[src/rtl/spi_flash_reader.sv]
// SPI flash read engine: command + 24-bit address, then N bytes out.
// Define FAST_READ_EN for command 0x0B with an 8-cycle dummy phase.
module spi_flash_reader #(
    parameter int SCLK_HALF = 2
) (
    input  logic        clk,
    input  logic        rst_n,
    input  logic        start,
    input  logic [23:0] addr,
    input  logic [7:0]  len,
    output logic        busy,
    output logic        done,
    output logic [7:0]  data_out,
    output logic        data_valid,
    input  logic        data_ready,
    output logic        spi_sclk,
    output logic        spi_cs_n,
    output logic        spi_mosi,
    input  logic        spi_miso
);

`ifdef FAST_READ_EN
    localparam logic [7:0] CMD = 8'h0B;
`else
    localparam logic [7:0] CMD = 8'h03;
`endif

    localparam logic [15:0] HALF    = 16'(SCLK_HALF);
    localparam logic [15:0] HALF_M1 = 16'(SCLK_HALF - 1);

    typedef enum logic [2:0] {
        S_IDLE  = 3'd0,
        S_CMD   = 3'd1,
        S_ADDR  = 3'd2,
`ifdef FAST_READ_EN
        S_DUMMY = 3'd3,
`endif
        S_DATA  = 3'd4,
        S_HOLD  = 3'd5,
        S_DRAIN = 3'd6
    } state_t;

    state_t      state_q;
    logic [15:0] cnt_q;
    logic [31:0] tx_q;
    logic [4:0]  bit_q;
    logic [8:0]  left_q;
    logic [7:0]  rx_q;
    logic        pend_q;
    logic        stall_q;
    logic        busy_q;
    logic        done_q;
    logic        valid_q;
    logic [7:0]  dout_q;
    logic        sclk_q;
    logic        cs_n_q;
    logic        mosi_q;

    logic        shifting;
    logic        tick;
    logic        rise;
    logic        fall;
    logic        take;
    logic        pend_mv;
    logic [7:0]  rx_d;

    // SCLK phase decode, handshake and next received byte
    always_comb begin
        shifting = 1'b0;
        unique case (state_q)
            S_CMD, S_ADDR: shifting = 1'b1;
`ifdef FAST_READ_EN
            S_DUMMY:       shifting = 1'b1;
`endif
            S_DATA:        shifting = !stall_q;
            default:       shifting = 1'b0;
        endcase
        tick    = shifting && (cnt_q == 16'd0);
        rise    = tick && !sclk_q;
        fall    = tick && sclk_q;
        take    = valid_q && data_ready;
        pend_mv = pend_q && take;
        rx_d    = {rx_q[6:0], spi_miso};
    end

    // Transfer sequencer with registered pins and output buffer
    always_ff @(posedge clk) begin
        if (!rst_n) begin
            state_q <= S_IDLE;
            cnt_q   <= 16'd0;
            tx_q    <= 32'd0;
            bit_q   <= 5'd0;
            left_q  <= 9'd0;
            rx_q    <= 8'd0;
            pend_q  <= 1'b0;
            stall_q <= 1'b0;
            busy_q  <= 1'b0;
            done_q  <= 1'b0;
            valid_q <= 1'b0;
            dout_q  <= 8'd0;
            sclk_q  <= 1'b0;
            cs_n_q  <= 1'b1;
            mosi_q  <= 1'b0;
        end else begin
            done_q <= 1'b0;
            if (take) begin
                valid_q <= 1'b0;
            end
            // a byte parked behind a full buffer moves up on handshake
            if (pend_mv) begin
                dout_q  <= rx_q;
                valid_q <= 1'b1;
                pend_q  <= 1'b0;
            end
            if (tick) begin
                sclk_q <= !sclk_q;
                cnt_q  <= HALF_M1;
            end else if (shifting) begin
                cnt_q <= cnt_q - 16'd1;
            end
            // zeros shift in behind the address, so MOSI idles low
            if (fall) begin
                tx_q   <= tx_q << 1;
                mosi_q <= tx_q[30];
            end
            unique case (state_q)
                S_IDLE: begin
                    if (start) begin
                        busy_q  <= 1'b1;
                        cs_n_q  <= 1'b0;
                        mosi_q  <= CMD[7];
                        tx_q    <= {CMD, addr};
                        cnt_q   <= HALF;
                        bit_q   <= 5'd0;
                        left_q  <= (len == 8'd0) ? 9'd256 : {1'b0, len};
                        state_q <= S_CMD;
                    end
                end
                S_CMD: begin
                    if (fall) begin
                        if (bit_q == 5'd7) begin
                            bit_q   <= 5'd0;
                            state_q <= S_ADDR;
                        end else begin
                            bit_q <= bit_q + 5'd1;
                        end
                    end
                end
                S_ADDR: begin
                    if (fall) begin
                        if (bit_q == 5'd23) begin
                            bit_q   <= 5'd0;
`ifdef FAST_READ_EN
                            state_q <= S_DUMMY;
`else
                            state_q <= S_DATA;
`endif
                        end else begin
                            bit_q <= bit_q + 5'd1;
                        end
                    end
                end
`ifdef FAST_READ_EN
                S_DUMMY: begin
                    if (fall) begin
                        if (bit_q == 5'd7) begin
                            bit_q   <= 5'd0;
                            state_q <= S_DATA;
                        end else begin
                            bit_q <= bit_q + 5'd1;
                        end
                    end
                end
`endif
                S_DATA: begin
                    if (rise) begin
                        rx_q <= rx_d;
                        if (bit_q == 5'd7) begin
                            if (!valid_q || take) begin
                                dout_q  <= rx_d;
                                valid_q <= 1'b1;
                            end else begin
                                pend_q <= 1'b1;
                            end
                        end
                    end
                    if (fall) begin
                        if (bit_q == 5'd7) begin
                            bit_q  <= 5'd0;
                            left_q <= left_q - 9'd1;
                            if (left_q == 9'd1) begin
                                state_q <= S_HOLD;
                            end else if (pend_q && !pend_mv) begin
                                stall_q <= 1'b1;
                            end
                        end else begin
                            bit_q <= bit_q + 5'd1;
                        end
                    end
                    if (stall_q && pend_mv) begin
                        stall_q <= 1'b0;
                        cnt_q   <= HALF_M1;
                    end
                end
                S_HOLD: begin
                    if (cnt_q == 16'd0) begin
                        cs_n_q  <= 1'b1;
                        state_q <= S_DRAIN;
                    end else begin
                        cnt_q <= cnt_q - 16'd1;
                    end
                end
                S_DRAIN: begin
                    if (!valid_q && !pend_q) begin
                        busy_q  <= 1'b0;
                        done_q  <= 1'b1;
                        state_q <= S_IDLE;
                    end
                end
                default: state_q <= S_IDLE;
            endcase
        end
    end

    assign busy       = busy_q;
    assign done       = done_q;
    assign data_out   = dout_q;
    assign data_valid = valid_q;
    assign spi_sclk   = sclk_q;
    assign spi_cs_n   = cs_n_q;
    assign spi_mosi   = mosi_q;

endmodule
[config.mk]
export PLATFORM = sky130hd
export DESIGN_NAME = spi_flash_reader
export DESIGN_NICKNAME = d
export VERILOG_FILES = /design/src/rtl/spi_flash_reader.sv
export SDC_FILE = /design/constraint.sdc
export NUM_CORES = 1
export LEC_CHECK = 0
export ABC_AREA = 1
export CORE_ASPECT_RATIO = 2
export CORE_MARGIN = 3
export CORE_UTILIZATION = 55
export CTS_CLUSTER_SIZE = 20
export DETAILED_ROUTE_END_ITERATION = 8
export GPL_ROUTABILITY_DRIVEN = 0
export GPL_TIMING_DRIVEN = 0
export PLACE_DENSITY = 0.78
export SLEW_MARGIN = 20
export SYNTH_ARGS = -nofsm -noshare
export SYNTH_HDL_FRONTEND = slang
export SYNTH_SLANG_ARGS = --single-unit
[constraint.sdc]
create_clock -name clk -period 2.7 [get_ports clk]
set_clock_uncertainty 0.15 [all_clocks]
set_input_delay 0.27 -clock clk [delete_from_list [all_inputs] [get_ports clk]]
set_output_delay 0.27 -clock clk [all_outputs]
set_load 0.03 [all_outputs]
==> metrics.md <==
| Metric | Value |
|---|---|
| Dominant cell by count in the synthesized netlist | `sky130_fd_sc_hd__nand2_1` |
| Largest net degree at the start of global routing | `15` |
| Worst slew pin tran | `0.675 ns` |
| Count of pins on the block boundary | `51` |
| Final non-filler cell total | `887` |
| Setup slack after layout | `0.447 ns` |
| Power per unit of standard cell area | `1130 nW/µm²` |
| Overall Global Routing Usage | `0.270` |
| Sequential area share after synthesis | `0.375` |
| DPL Wire Length | `9.40 mm` |
| DR DRC count | `0` |
| Leak | `2.59 nW` |
| Number of core rows | `47` |
| First-pass iteration count of the detailed router | `5` |
| Total routed wirelength | `12.6 mm` |
| Area of the placeable core | `8290 µm²` |
| Overflow left after global routing | `0` |
| Buffers inserted during post-CTS setup optimization | `0` |
| Largest area contributor in the synthesized netlist | `sky130_fd_sc_hd__dfxtp_1` |
| Register-to-register setup slack | `0.45 ns` |
| Crit path DAT | `around 2.3 ns` |
| Worst-path fanout max | `8` |
| Vias in the first global route | `just under 5000` |
| Latest clock arrival within the worst-skew pair | `approximately 0.35 ns` |
| Number of nets in the layout | `825` |
| First-pass GRT wire length | `roughly 21 mm` |
| Kind of start point of the critical path | `flop` |
| Count of antenna-violating nets left after detailed routing | `0` |
| Final-layout setup total negative slack | `0 ns` |
| Width of the die | `about 71 µm` |
| Nets in the synthesized netlist | `765` |
| Die boundary height | `137 µm` |
| Clock net sink count | `approximately 90` |
| Initial antenna violation count | `0` |
| Initial Utilization | `0.567` |
| Hold Vio Cnt, Final | `0` |
| Min Tclk post-route | `around 2.3 ns` |
| Start of the worst register-to-register path | `data_valid` |
| Portion of synthesized cell area occupied by the leading cell type | `0.375` |
| Clk buf depth | `2` |
| Flip-flop and latch count after synthesis | `slightly below 90` |
| Clock-pin slew on the worst setup and hold paths | `0.06 ns` |
| Hold EP | `pend_q` |
| Critical path cell sequence | `nand3_1 > nor2_1 > nor2_1 > nor2_1 > nand2_2 > inv_1 > a21oi_1 > o21ai_0 > inv_1` |
| Max Clock Freq | `444 MHz` |
| Worst min-delay path category | `input port to flop` |
| Antenna cell count | `0` |
| Initial drt markers | `357` |
| Post-DR vias/cell | `5.45` |
| Number of gates resized after CTS | `0` |
| Worst Reg-to-Reg Cells | `9` |
| Post-CTS Hold Fix Bufs | `0` |
| Area growth from synthesis to final layout | `19.1%` |
| Count of port buffers added during placement | `~50` |
| Hold Startpoint | `rst_n` |
| DR vias | `4833` |
| Fin. max-slew vios | `0` |
| Post-place setup slack | `0.169 ns` |
| Placed cell count | `871` |
| EDFF count, synth | `0` |
| Mean routed wirelength per cell | `14.3 µm` |
| Largest vdd supply drop | `0.000547 V` |
| Cell Area, Synth | `4700 µm²` |
| Num CTS Buffers | `9` |
| End-of-flow core utilization | `0.676` |
| Final setup viols | `0` |
| Crit-path max cell delay | `0.40 ns` |
| Proportion of register bits with asynchronous set or reset after synthesis | `0` |
| CTS tree | `yes` |
| Slew margin rel. | `0.550` |
| Worst hold path depth | `3` |
| Overall Power | `0.00634 W` |
| Unrepaired setup endpoints after global routing | `false` |
| Synth top area cells | `sky130_fd_sc_hd__dfxtp_1 (37%), sky130_fd_sc_hd__nand2_1 (15%), sky130_fd_sc_hd__nor2_1 (8.1%)` |
| Result of the run | `finished clean` |
| Number of warnings reported in the yosys synthesis log | `0` |
| Reg-to-reg endpoint | `cnt_q[2]` |
| Die Area | `9760 µm²` |
| Ranking of synthesized cells by instance count | `sky130_fd_sc_hd__nand2_1 (183), sky130_fd_sc_hd__nor2_1 (102), sky130_fd_sc_hd__dfxtp_1 (88)` |
| Post-Syn Instances | `724` |
| Class of the most critical setup path | `flop to flop` |
| Crit path top cell by count | `sky130_fd_sc_hd__nor2_1` |
| Slowest cell on the critical path | `sky130_fd_sc_hd__dfxtp_1` |
| Maximum capacitance violations | `0` |
| Mean instance size in the synthesized netlist | `6.50 µm²` |
| Fraction of layout instances using a drive strength above 1 | `0.0697` |
| Required time of the worst setup path | `~2.8 ns` |
| Share of the clock period used by the worst path after layout | `0.835` |
| Crit end category | `flop` |
| Number of levels the H-tree was split into | `3` |
| CTS Root Cell | `sky130_fd_sc_hd__clkbuf_16` |
| Commonest register cell after synthesis | `sky130_fd_sc_hd__dfxtp_1` |
| Synth unique cells | `37` |
## cells in the final DEF, fill, tap and decap left out, drive strengths merged
cell and n:
o31ai 1, o22ai 3, buf 9, o21ai 84, nor3 10, dfxtp 88
and2 2, nand2 188, clkinv 3, a21oi 39, a22oi 6, nor2 108
nand3 37, clkdlybuf4s50 49, clkbuf 26, xnor2 2, inv 96, and3 1
ha 4, mux2i 1, or2 1, clkinvlp 2, nand4 11, xor2 13
a31oi 2, mux2 1, a211oi 2
## registers in the layout (all words and copies together), names as in the netlist, 3 cells and up
name,cells
tx_q,31
cnt_q,16
left_q,9
data_out,8
rx_q,8
bit_q,5
state_q,3
## metal layers
layer  vias to the layer above  part of all wire  GRT usage
li1                       2429                 -          -
met1                      2230              0.37      0.265
met2                       144              0.55      0.514
met3                        30             0.045     0.0515
met4                         0             0.035      0.145
met5                         -                 0          0
## cell families after synthesis
family | after synthesis | synth area share
buffers and inverters | 120 | 0.102
AOI/OAI and AO/OA | 137 | 0.152
muxes | 2 | 0.00452
adders and majority gates | 4 | 0.0106
DFF | 88 | 0.375
and+or+nand+nor | 358 | 0.329
xor gates and xnor gates | 15 | 0.0279
## worst max path at each step
stage	from	end	slack, ns	cells past startpoint
2_1_floorplan	data_valid	cnt_q[2]	0.84	9
3_3_place_gp	data_ready	cnt_q[2]	0.19	10
3_5_place_dp	data_ready	cnt_q[2]	0.17	10
4_1_cts	data_valid	cnt_q[2]	0.46	9
5_1_grt	data_valid	cnt_q[2]	0.26	9
6_report	data_valid	cnt_q[2]	0.45	9
## stage by stage
stage	hold WS [ns]	instance area, µm²
2_1_floorplan	0.230	4700
3_3_place_gp	0.283	5320
3_5_place_dp	0.286	5320
4_1_cts	0.150	5600
5_1_grt	0.175	5600
6_report	0.166	5600
## final cells by class
| type | count | area [µm²] |
|---|---|---|
| Multi-Input combinational cell | 516 | 2460 |
| Buffer | 23 | 115 |
| Timing Repair Buffer | 49 | 490 |
| Tap cell | 98 | 123 |
| Fill cell | 744 | 2690 |
| Sequential cell | 88 | 1760 |
| Clock buffer | 12 | 256 |
| Clock inverter | 4 | 28.8 |
| Inverter | 97 | 364 |
## worst max-delay path: cells and delay by family (launching register included)
| kind | cells | cell delay (ns) |
|---|---|---|
| DFF | 1 | 0.40 |
| and+or+nand+nor | 5 | 1.16 |
| buffers and inverters | 2 | 0.25 |
| AOI/OAI and AO/OA | 2 | 0.19 |
## where the power goes
part           leakage [nW]  internal [W]  switching (W)
logic                  1.74       0.00112        0.00218
registers             0.718       0.00159       0.000253
clock network         0.135      0.000674       0.000520
No activity file was read; power rests on OpenSTA's default activity.
